`src/rtl/legv8_ctrl_pkg.sv`:
```
// Shared encodings for the LEGv8 multi-cycle controller: FSM states, opcode
// patterns, instruction classes, ALU control codes and fault codes.
package legv8_ctrl_pkg;

    typedef enum logic [2:0] {
        ST_IDLE   = 3'd0,
        ST_FETCH  = 3'd1,
        ST_DECODE = 3'd2,
        ST_EXEC   = 3'd3,
        ST_MEM    = 3'd4,
        ST_WB     = 3'd5,
        ST_HALT   = 3'd6
    } state_t;

    typedef enum logic [2:0] {
        CLS_R    = 3'd0,
        CLS_LDUR = 3'd1,
        CLS_STUR = 3'd2,
        CLS_CBZ  = 3'd3,
        CLS_B    = 3'd4,
        CLS_ILL  = 3'd5
    } opClass_t;

    typedef enum logic [1:0] {
        FAULT_NONE    = 2'b00,
        FAULT_ILLEGAL = 2'b01,
        FAULT_TIMEOUT = 2'b10
    } fault_t;

    localparam logic [10:0] OP_ADD  = 11'b10001011000;
    localparam logic [10:0] OP_SUB  = 11'b11001011000;
    localparam logic [10:0] OP_AND  = 11'b10001010000;
    localparam logic [10:0] OP_ORR  = 11'b10101010000;
    localparam logic [10:0] OP_LDUR = 11'b11111000010;
    localparam logic [10:0] OP_STUR = 11'b11111000000;

    // CBZ and B carry immediate bits in the low opcode field, so they match on a prefix.
    localparam logic [10:0] CBZ_MASK  = 11'b11111111000;
    localparam logic [10:0] CBZ_MATCH = 11'b10110100000;
    localparam logic [10:0] B_MASK    = 11'b11111100000;
    localparam logic [10:0] B_MATCH   = 11'b00010100000;

    localparam logic [3:0] ALU_AND   = 4'b0000;
    localparam logic [3:0] ALU_ORR   = 4'b0001;
    localparam logic [3:0] ALU_ADD   = 4'b0010;
    localparam logic [3:0] ALU_SUB   = 4'b0110;
    localparam logic [3:0] ALU_PASSB = 4'b0111;

    function automatic logic matchMasked(input logic [10:0] op,
                                         input logic [10:0] mask,
                                         input logic [10:0] pattern);
        return (op & mask) == pattern;
    endfunction

endpackage

```
`src/rtl/multicycle_decode.sv`:
```
// Combinational opcode classifier: maps IR[31:21] to an instruction class and
// the ALU control code the EXEC state will drive for it.
module multicycle_decode
    import legv8_ctrl_pkg::*;
(
    input  logic [10:0] i_opcode,
    output opClass_t    o_opClass,
    output logic [3:0]  o_aluControl
);

    always_comb begin
        o_opClass    = CLS_ILL;
        o_aluControl = ALU_AND;
        if (i_opcode == OP_ADD) begin
            o_opClass    = CLS_R;
            o_aluControl = ALU_ADD;
        end else if (i_opcode == OP_SUB) begin
            o_opClass    = CLS_R;
            o_aluControl = ALU_SUB;
        end else if (i_opcode == OP_AND) begin
            o_opClass    = CLS_R;
            o_aluControl = ALU_AND;
        end else if (i_opcode == OP_ORR) begin
            o_opClass    = CLS_R;
            o_aluControl = ALU_ORR;
        end else if (i_opcode == OP_LDUR) begin
            o_opClass    = CLS_LDUR;
            o_aluControl = ALU_ADD;
        end else if (i_opcode == OP_STUR) begin
            o_opClass    = CLS_STUR;
            o_aluControl = ALU_ADD;
        end else if (matchMasked(i_opcode, CBZ_MASK, CBZ_MATCH)) begin
            o_opClass    = CLS_CBZ;
            o_aluControl = ALU_PASSB;
        end else if (matchMasked(i_opcode, B_MASK, B_MATCH)) begin
            o_opClass    = CLS_B;
            o_aluControl = ALU_AND;
        end
    end

endmodule

```
`src/rtl/multicycle_controller.sv`:
```
// LEGv8 multi-cycle sequencer: steps instructions through FETCH/DECODE/EXEC/MEM/WB,
// waits on the data cache with a timeout, and counts retired instructions.
module multicycle_controller
    import legv8_ctrl_pkg::*;
#(
    parameter int MEM_TIMEOUT = 16,
    parameter int CNT_W       = 32
) (
    input  logic             clock,
    input  logic             reset,
    input  logic             run,
    input  logic [10:0]      opcode,
    input  logic             zero,
    input  logic             mem_ready,
    output logic             pc_write,
    output logic             pc_src,
    output logic             ir_write,
    output logic             reg_write,
    output logic             reg2loc,
    output logic             alu_src,
    output logic             mem_to_reg,
    output logic [3:0]       alu_control,
    output logic             mem_read,
    output logic             mem_write,
    output logic             busy,
    output logic             halted,
    output logic [1:0]       fault,
    output logic [CNT_W-1:0] retired,
    output logic [2:0]       state
);

    localparam int WAIT_W = $clog2(MEM_TIMEOUT + 1);
    localparam logic [WAIT_W-1:0] WAIT_LAST = WAIT_W'(MEM_TIMEOUT - 1);

    state_t            r_state;
    state_t            w_nextState;
    opClass_t          r_opClass;
    logic [3:0]        r_aluControl;
    fault_t            r_fault;
    logic [CNT_W-1:0]  r_retired;
    logic [WAIT_W-1:0] r_waitCnt;
    opClass_t          w_decClass;
    logic [3:0]        w_decAlu;
    logic              w_memTimeout;

    multicycle_decode u_decode (
        .i_opcode     (opcode),
        .o_opClass    (w_decClass),
        .o_aluControl (w_decAlu)
    );

    // Timeout fires on the last permitted MEM cycle only if the cache is still not ready.
    assign w_memTimeout = (r_state == ST_MEM) && !mem_ready && (r_waitCnt == WAIT_LAST);

    always_ff @(posedge clock) begin
        if (reset) begin
            r_state <= ST_IDLE;
        end else begin
            r_state <= w_nextState;
        end
    end

    always_comb begin
        w_nextState = r_state;
        case (r_state)
            ST_IDLE:   if (run) w_nextState = ST_FETCH;
            ST_FETCH:  w_nextState = run ? ST_DECODE : ST_IDLE;
            ST_DECODE: w_nextState = (w_decClass == CLS_ILL) ? ST_HALT : ST_EXEC;
            ST_EXEC: begin
                case (r_opClass)
                    CLS_R:              w_nextState = ST_WB;
                    CLS_LDUR, CLS_STUR: w_nextState = ST_MEM;
                    CLS_CBZ, CLS_B:     w_nextState = ST_FETCH;
                    default:            w_nextState = ST_HALT;
                endcase
            end
            ST_MEM: begin
                if (mem_ready) begin
                    w_nextState = (r_opClass == CLS_LDUR) ? ST_WB : ST_FETCH;
                end else if (w_memTimeout) begin
                    w_nextState = ST_HALT;
                end
            end
            ST_WB:     w_nextState = ST_FETCH;
            ST_HALT:   w_nextState = ST_HALT;
            default:   w_nextState = ST_IDLE;
        endcase
    end

    always_comb begin
        pc_write    = 1'b0;
        pc_src      = 1'b0;
        ir_write    = 1'b0;
        reg_write   = 1'b0;
        reg2loc     = 1'b0;
        alu_src     = 1'b0;
        mem_to_reg  = 1'b0;
        alu_control = ALU_AND;
        mem_read    = 1'b0;
        mem_write   = 1'b0;
        case (r_state)
            ST_FETCH: ir_write = run;
            ST_EXEC: begin
                alu_control = r_aluControl;
                case (r_opClass)
                    CLS_LDUR: alu_src = 1'b1;
                    CLS_STUR: begin
                        alu_src = 1'b1;
                        reg2loc = 1'b1;
                    end
                    CLS_CBZ: begin
                        reg2loc  = 1'b1;
                        pc_write = 1'b1;
                        pc_src   = zero;
                    end
                    CLS_B: begin
                        pc_write = 1'b1;
                        pc_src   = 1'b1;
                    end
                    default: ;
                endcase
            end
            ST_MEM: begin
                mem_read  = (r_opClass == CLS_LDUR);
                mem_write = (r_opClass == CLS_STUR);
                if (mem_ready && r_opClass == CLS_STUR) begin
                    pc_write = 1'b1;
                end
            end
            ST_WB: begin
                reg_write  = 1'b1;
                mem_to_reg = (r_opClass == CLS_LDUR);
                pc_write   = 1'b1;
            end
            default: ;
        endcase
    end

    // Class is latched in DECODE so later states decode from a stable copy.
    always_ff @(posedge clock) begin
        if (reset) begin
            r_opClass    <= CLS_R;
            r_aluControl <= ALU_AND;
            r_fault      <= FAULT_NONE;
            r_retired    <= '0;
            r_waitCnt    <= '0;
        end else begin
            if (r_state == ST_DECODE) begin
                r_opClass    <= w_decClass;
                r_aluControl <= w_decAlu;
                if (w_decClass == CLS_ILL) begin
                    r_fault <= FAULT_ILLEGAL;
                end
            end
            if (w_memTimeout) begin
                r_fault <= FAULT_TIMEOUT;
            end
            if (pc_write) begin
                r_retired <= r_retired + CNT_W'(1);
            end
            r_waitCnt <= (r_state == ST_MEM) ? r_waitCnt + WAIT_W'(1) : '0;
        end
    end

    assign busy    = (r_state != ST_IDLE) && (r_state != ST_HALT);
    assign halted  = (r_state == ST_HALT);
    assign fault   = r_fault;
    assign retired = r_retired;
    assign state   = r_state;

endmodule

```
`config.mk`:
```
export PLATFORM = sky130hd
export DESIGN_NAME = multicycle_controller
export DESIGN_NICKNAME = d
export VERILOG_FILES = /design/src/rtl/legv8_ctrl_pkg.sv /design/src/rtl/multicycle_decode.sv /design/src/rtl/multicycle_controller.sv
export SDC_FILE = /design/constraint.sdc
export NUM_CORES = 1
export LEC_CHECK = 0
export ABC_AREA = 0
export BUFFER_PORTS_ARGS = -buffer_cell sky130_fd_sc_hd__buf_2
export CORE_MARGIN = 2
export CORE_UTILIZATION = 38
export DETAILED_ROUTE_END_ITERATION = 7
export PLACE_DENSITY = 0.71
export RECOVER_POWER = 100
export REMOVE_ABC_BUFFERS = 1
export SYNTH_ARGS = -nofsm -noshare
export SYNTH_HDL_FRONTEND = slang
export SYNTH_HIERARCHICAL = 1
export SYNTH_SLANG_ARGS = --single-unit
```
`constraint.sdc`:
```
create_clock -name clock -period 4 [get_ports clock]
set_input_delay 0.6 -clock clock [delete_from_list [all_inputs] [get_ports clock]]
set_output_delay 0.6 -clock clock [all_outputs]
set_load 0.1 [all_outputs]
```
After elaboration in Yosys (flattened, before gate mapping)
Index checks and enable logic that the tools add are counted.
{"block": "word_totals", "ff_bits": 49, "latch_bits": 0, "ram_bits": 0, "romBits": 0, "output_inout_bits": 52, "mem_count": 0}
{"block": "op_classes", "n_addsub": 2, "n_mul": 0, "div": 0, "n_lt_le_gt_ge": 0, "eq_ne": 23, "n_shift": 0, "n_mux": 41, "bitwise": 1, "reduce_logical": 18}
{"operator": "equality test 11 bit (second input constant)", "count": 6}
{"operator": "two-way mux 3 bit", "count": 13}
{"operator": "adder 32 x 1 -> 32 bit (second input constant)", "count": 1}
{"operator": "two-way mux 4 bit", "count": 7}
{"operator": "case mux 3 bit (7 select lines)", "count": 1}
{"operator": "equality test 3 bit (second input constant)", "count": 5}
{"operator": "two-way mux 1 bit", "count": 13}
{"operator": "equality test 3 x 2 -> 1 bit (second input constant)", "count": 4}
{"operator": "OR reduction 2 bit", "count": 5}
{"operator": "case mux 3 bit (3 select lines)", "count": 1}
{"operator": "equality test 8 bit (second input constant)", "count": 1}
{"operator": "two-way mux 2 bit", "count": 4}
{"operator": "equality test 3 x 1 -> 1 bit (second input constant)", "count": 2}
{"operator": "equality test 6 x 3 -> 1 bit (second input constant)", "count": 1}
{"operator": "logical NOT 3 bit", "count": 2}
{"operator": "inequality test 3 bit (second input constant)", "count": 2}
{"operator": "AND reduction 2 bit", "count": 3}
{"operator": "adder 5 x 1 -> 5 bit (second input constant)", "count": 1}
{"operator": "equality test 5 x 4 -> 1 bit (second input constant)", "count": 1}
{"operator": "logical AND 1 bit", "count": 4}
{"operator": "nonzero test 2 bit", "count": 2}
{"operator": "case mux 1 bit (3 select lines)", "count": 1}
{"operator": "nonzero test 3 bit", "count": 1}
{"operator": "inequality test 2 bit (second input constant)", "count": 1}
{"operator": "other kinds (3)", "count": 3}

Depth between registers and ports, before layout
{"block": "logic_depth", "depth_word": 13, "mapped_depth": 9, "ltp_nobuf": 8}

By module
Netlist, hierarchy kept.
{"module": "multicycle_controller", "n_inst": 1, "cells_per_inst": 292, "area_per_inst_um2": 2388.5, "seq_area_each_um2": 980.9}
{"module": "multicycle_decode", "n_inst": 1, "cells_per_inst": 31, "area_per_inst_um2": 212.7, "seq_area_each_um2": 0.0}

Least setup slack after synthesis
Ideal clock, no wire load.
{"block": "synth_timing", "path_kind": "register -> output", "start": "register r_state[0] (netlist: state[0])", "end": "output ir_write", "arrival_time_ns": 3.725, "t_required_ns": 3.400, "setup_slack_ns": -0.325, "path_stages_with_launch": 4, "path_buffers": 1, "cell_sequence": "dfxtp_1 clkbuf_1 nand2_1 nor3b_1"}
{"block": "synth_via", "elab_chain_len": 2}
{"element": "start, declared", "line": "multicycle_controller.sv:35", "text": "state_t r_state;"}
{"element": "start signal, assigned", "line": "multicycle_controller.sv:59", "text": "r_state <= w_nextState;"}
{"element": "equality test 3 x 1 -> 1 bit", "line": "multicycle_controller.sv:101", "text": "case (r_state)"}
{"element": "two-way mux 1 bit", "line": "multicycle_controller.sv:101"}
{"element": "end, declared", "line": "multicycle_controller.sv:17", "text": "output logic ir_write,"}
Every way passes these cells.

Worst setup path after layout
{"block": "layout_timing", "start": "register r_state[2] (netlist: state[2])", "end": "output pc_write"}
{"block": "layout_via", "elab_chain_len": 2, "word_cells_on_any_way": 4, "cone_classes": "3 x eq/ne; 1 x mux"}
{"element": "equality test 3 bit or equality test 3 x 2 -> 1 bit (tied branches)", "line": "multicycle_controller.sv:101"}
{"element": "case mux 1 bit (3 select lines) (*)", "line": "multicycle_controller.sv:101"}
{"element": "end, declared", "line": "multicycle_controller.sv:15", "text": "output logic pc_write,"}
Mark *: on every way between the ends. The rest lies on a longest branch, timed or not.

==> impl_metrics.py <==
metrics = {
    "status": {
        "outcome": "completed",
    },
    "placed_design": {
        "number_of_placed_instances_taps_included": 457,
        "dp_worst_setup_slack_ns": 1.45,
        "place_hpwl_um": 4450,
        "routabilityCongestion": 0.854,
        "placement.io_buffers": 67,
    },
    "grt": {
        "grt_first_pass_wirelength_um": 9900,
        "grt_antenna_before_repair": 0,
        "via_count_of_the_first_global_routing_pass": 2216,
        "grt_usage": 0.161,
        "grt_start_max_net_pins": 45,
        "overflow": 0,
    },
    "timing": {
        "setup_repair_after_global_routing_missed_its_margin": "no",
        "setup_viols_final": 0,
        "final_period_util": 0.824,
        "post-route-min-period_ns": 3.30,
        "final_critical_path_setup_slack_ns": 0.704,
        "total_count_of_max_transition_violations_in_the_final_report": 0,
        "fin_setup_tns_ns": 0,
        "tightest_slew_ns": 1.43,
        "slew-limit-headroom": 0.0371,
        "timing.final.hold_violations": 0,
        "fin_skew_ns": 0.00998,
        "max_freq_ghz": 0.303,
    },
    "clock_tree": {
        "cts_tree": "yes",
        "insertion_delay_ns": 0.30,
        "clock-sinks": 49,
        "htree_levels": 2,
        "cts_resized": 0,
        "clk_transition_reported_paths_ns": 0.09,
        "buffer_type_at_the_clock_tree_root": "clkbuf_8",
        "cts_inserted_buffers": 5,
        "cts-root-to-sink-buffers": 2,
        "cts_hold_buf": 0,
        "postCtsSetupRepairBufs": 0,
    },
    "worst_setup_path": {
        "timing.critical_path.from_type": "flip-flop",
        "timing.critical_path.fanout_max": 14,
        "crit_required_ns": 3.40,
        "worst-setup-path-type": "reg -> out",
        "critical-path-max-stage-delay_ns": 0.86,
        "worst-r2r-setup-slack_ns": 1.45,
        "end_kind": "output pin",
        "cp_data_arrival_time_ns": 2.70,
        "path_common_cell": "inv_1",
        "slowest_stage": "clkbuf_1",
        "path_cells": "and2b_1, nand2_1, inv_1, a31o_1, nor2_1, inv_1, clkbuf_1",
    },
    "pwr": {
        "ir_worst_vdd_mv": 0.166,
        "power_share_of_the_clock_group": 0.327,
        "power_mw": 0.948,
        "power_switching_mw": 0.267,
        "power.share.switching": 0.282,
        "cellPowerDensity_nw_per_um2": 319,
        "p_leak_nw": 0.960,
        "seq_power_share": 0.535,
        "power.share.combinational": 0.139,
        "cell_internal_power_dissipation_mw": 0.681,
    },
    "final_layout": {
        "n_antenna_cell": 0,
        "post_route_cells_drive_above_1_share": 0.0727,
        "fillCellCount": 711,
        "nets": 403,
        "post-route-util": 0.442,
        "finalNonFillerCells": 465,
        "area_growth_syn_to_layout_pct": 14.1,
    },
    "floorplanning": {
        "die_height_um": 86.7,
        "number_of_placement_rows": 30,
        "die_wd_um": 86.7,
        "dieArea_um2": 7520,
        "placeable_core_region_um2": 6720,
        "initial_core_util": 0.387,
        "boundary_pin_count": 68,
    },
    "flow_run": {
        "maxCapViolations": 0,
    },
    "detailed_routing": {
        "detail_route.wirelength_um": 5980,
        "wl_per_cell_um": 12.8,
        "route.detailed.drc": 0,
        "detailroute.via_count": 2518,
        "avgViaCountPerCell": 5.42,
        "ant_nets": 0,
        "number_of_optimization_iterations_in_the_first_detailed_route_pass": 4,
        "drt-initial-drc-count": 84,
    },
    "yosys": {
        "synth.cell_area_um2": 2600,
        "post_syn_instances": 323,
        "top_count_cell_post_synth": "dfxtp_1",
        "synth.ff_latch_count": 49,
        "synth-async-reset-ratio": 0,
        "synth_edf_count": 0,
        "synth_sequential_area_ratio": 0.377,
        "dominantRegCellSynth": "dfxtp_1",
        "synth_top_area_share": 0.377,
        "synth_common_cells": "dfxtp_1 (49), nor2_1 (42), a21oi_1 (30), o21ai_0 (22), nand2_1 (19)",
        "avgSynthCellArea_um2": 8.05,
        "distinct_cell_type_count_of_the_synthesized_netlist": 49,
        "synth_top_cell_by_area": "dfxtp_1",
        "ys_warn_count": 6,
        "synth.area.top_cells": "dfxtp_1 (38%), nor2_1 (6.1%), a21oi_1 (5.8%)",
    },
    "hold_path": {
        "holdCritPathClass": "reg -> reg",
    },
}
## per-layer routing
| metal | track usage | share of wire | up-vias |
|---|---|---|---|
| met2 | 0.279 | 0.48 | 58 |
| met5 | 0 | 0 | - |
| met3 | 0.0286 | 0.044 | 8 |
| met4 | 0.0469 | 0.011 | 0 |
| met1 | 0.205 | 0.47 | 1171 |
| li1 | - | - | 1281 |
## layout by cell type (no fill, tap or decap), types with 3 or more instances in the layout
cell type / n
xor2_1: 10
o2111ai_1: 4
clkbuf_1: 53
a21oi_1: 30
nor3_1: 9
xnor2_1: 4
nor2_1: 42
nand3b_1: 3
nor3b_1: 4
inv_1: 13
and3_1: 4
and2_1: 4
o211ai_1: 4
buf_2: 14
nand3_1: 15
nand2_1: 19
ha_1: 3
or3_1: 17
o31ai_1: 4
nand4_1: 6
o21ai_0: 24
nand2b_1: 4
or4_1: 4
dfxtp_1: 49
nor2b_1: 4
mux2i_1: 8
clkbuf_8: 7
## path summary, 6_finish.rpt
check,start,to,cells past startpoint
max,state[2]$_SDFFE_PP0P_,pc_write,7
min reg2reg,r_waitCnt[0]$_SDFF_PP0_,r_waitCnt[0]$_SDFF_PP0_,1
min,r_waitCnt[0]$_SDFF_PP0_,r_waitCnt[0]$_SDFF_PP0_,1
max reg2reg,state[2]$_SDFFE_PP0P_,retired[19]$_SDFFE_PP0P_,7
## cell type report
class / count / area, um^2 / share of cell area
tap: 80 / 100 / 0.0337
inverter: 13 / 48.8 / 0.0164
sequential: 49 / 981 / 0.331
clock buffer: 7 / 96.3 / 0.0325
timing repair buffer: 67 / 269 / 0.0906
multi-input combinational: 248 / 1470 / 0.495
clock inverter: 1 / 5.00 / 0.00169
## power groups by stage
stage / registers, mW / clock network, mW / logic (mW)
final: 0.507 / 0.310 / 0.132
after global routing: 0.509 / 0.348 / 0.140
after floorplan: 0.544 / 0 / 0.0737
after global placement: 0.517 / 0 / 0.135
after CTS: 0.507 / 0.325 / 0.137
after detailed placement: 0.518 / 0 / 0.136
## cell families after synthesis
family	share of synthesized area
DFF	0.377
xor gates and xnor gates	0.0471
AOI/OAI and AO/OA	0.184
and+or+nand+nor	0.302
buffers and inverters	0.0433
adders and majority gates	0.0144
muxes	0.0308
other	0.00144
## stage by stage
stage,hold slack (ns),area [um^2]
final,0.454,2970
after global placement,0.432,2970
after floorplan,0.418,2540
after CTS,0.455,3070
after detailed placement,0.440,2970
after global routing,0.478,2970
## sequential cells by signal, summed over array words and instances (netlist names)
signal / flops
fault: 2
retired: 32
r_waitCnt: 5
r_aluControl: 4
state: 3
r_opClass: 3
## critical path: cells and delay by family (launching register included)
| family | cells | cell delay (ns) |
|---|---|---|
| buffers and inverters | 3 | 1.05 |
| DFF | 1 | 0.51 |
| AOI/OAI and AO/OA | 1 | 0.39 |
| and+or+nand+nor | 3 | 0.45 |
Power figures use the tool's default switching activity.
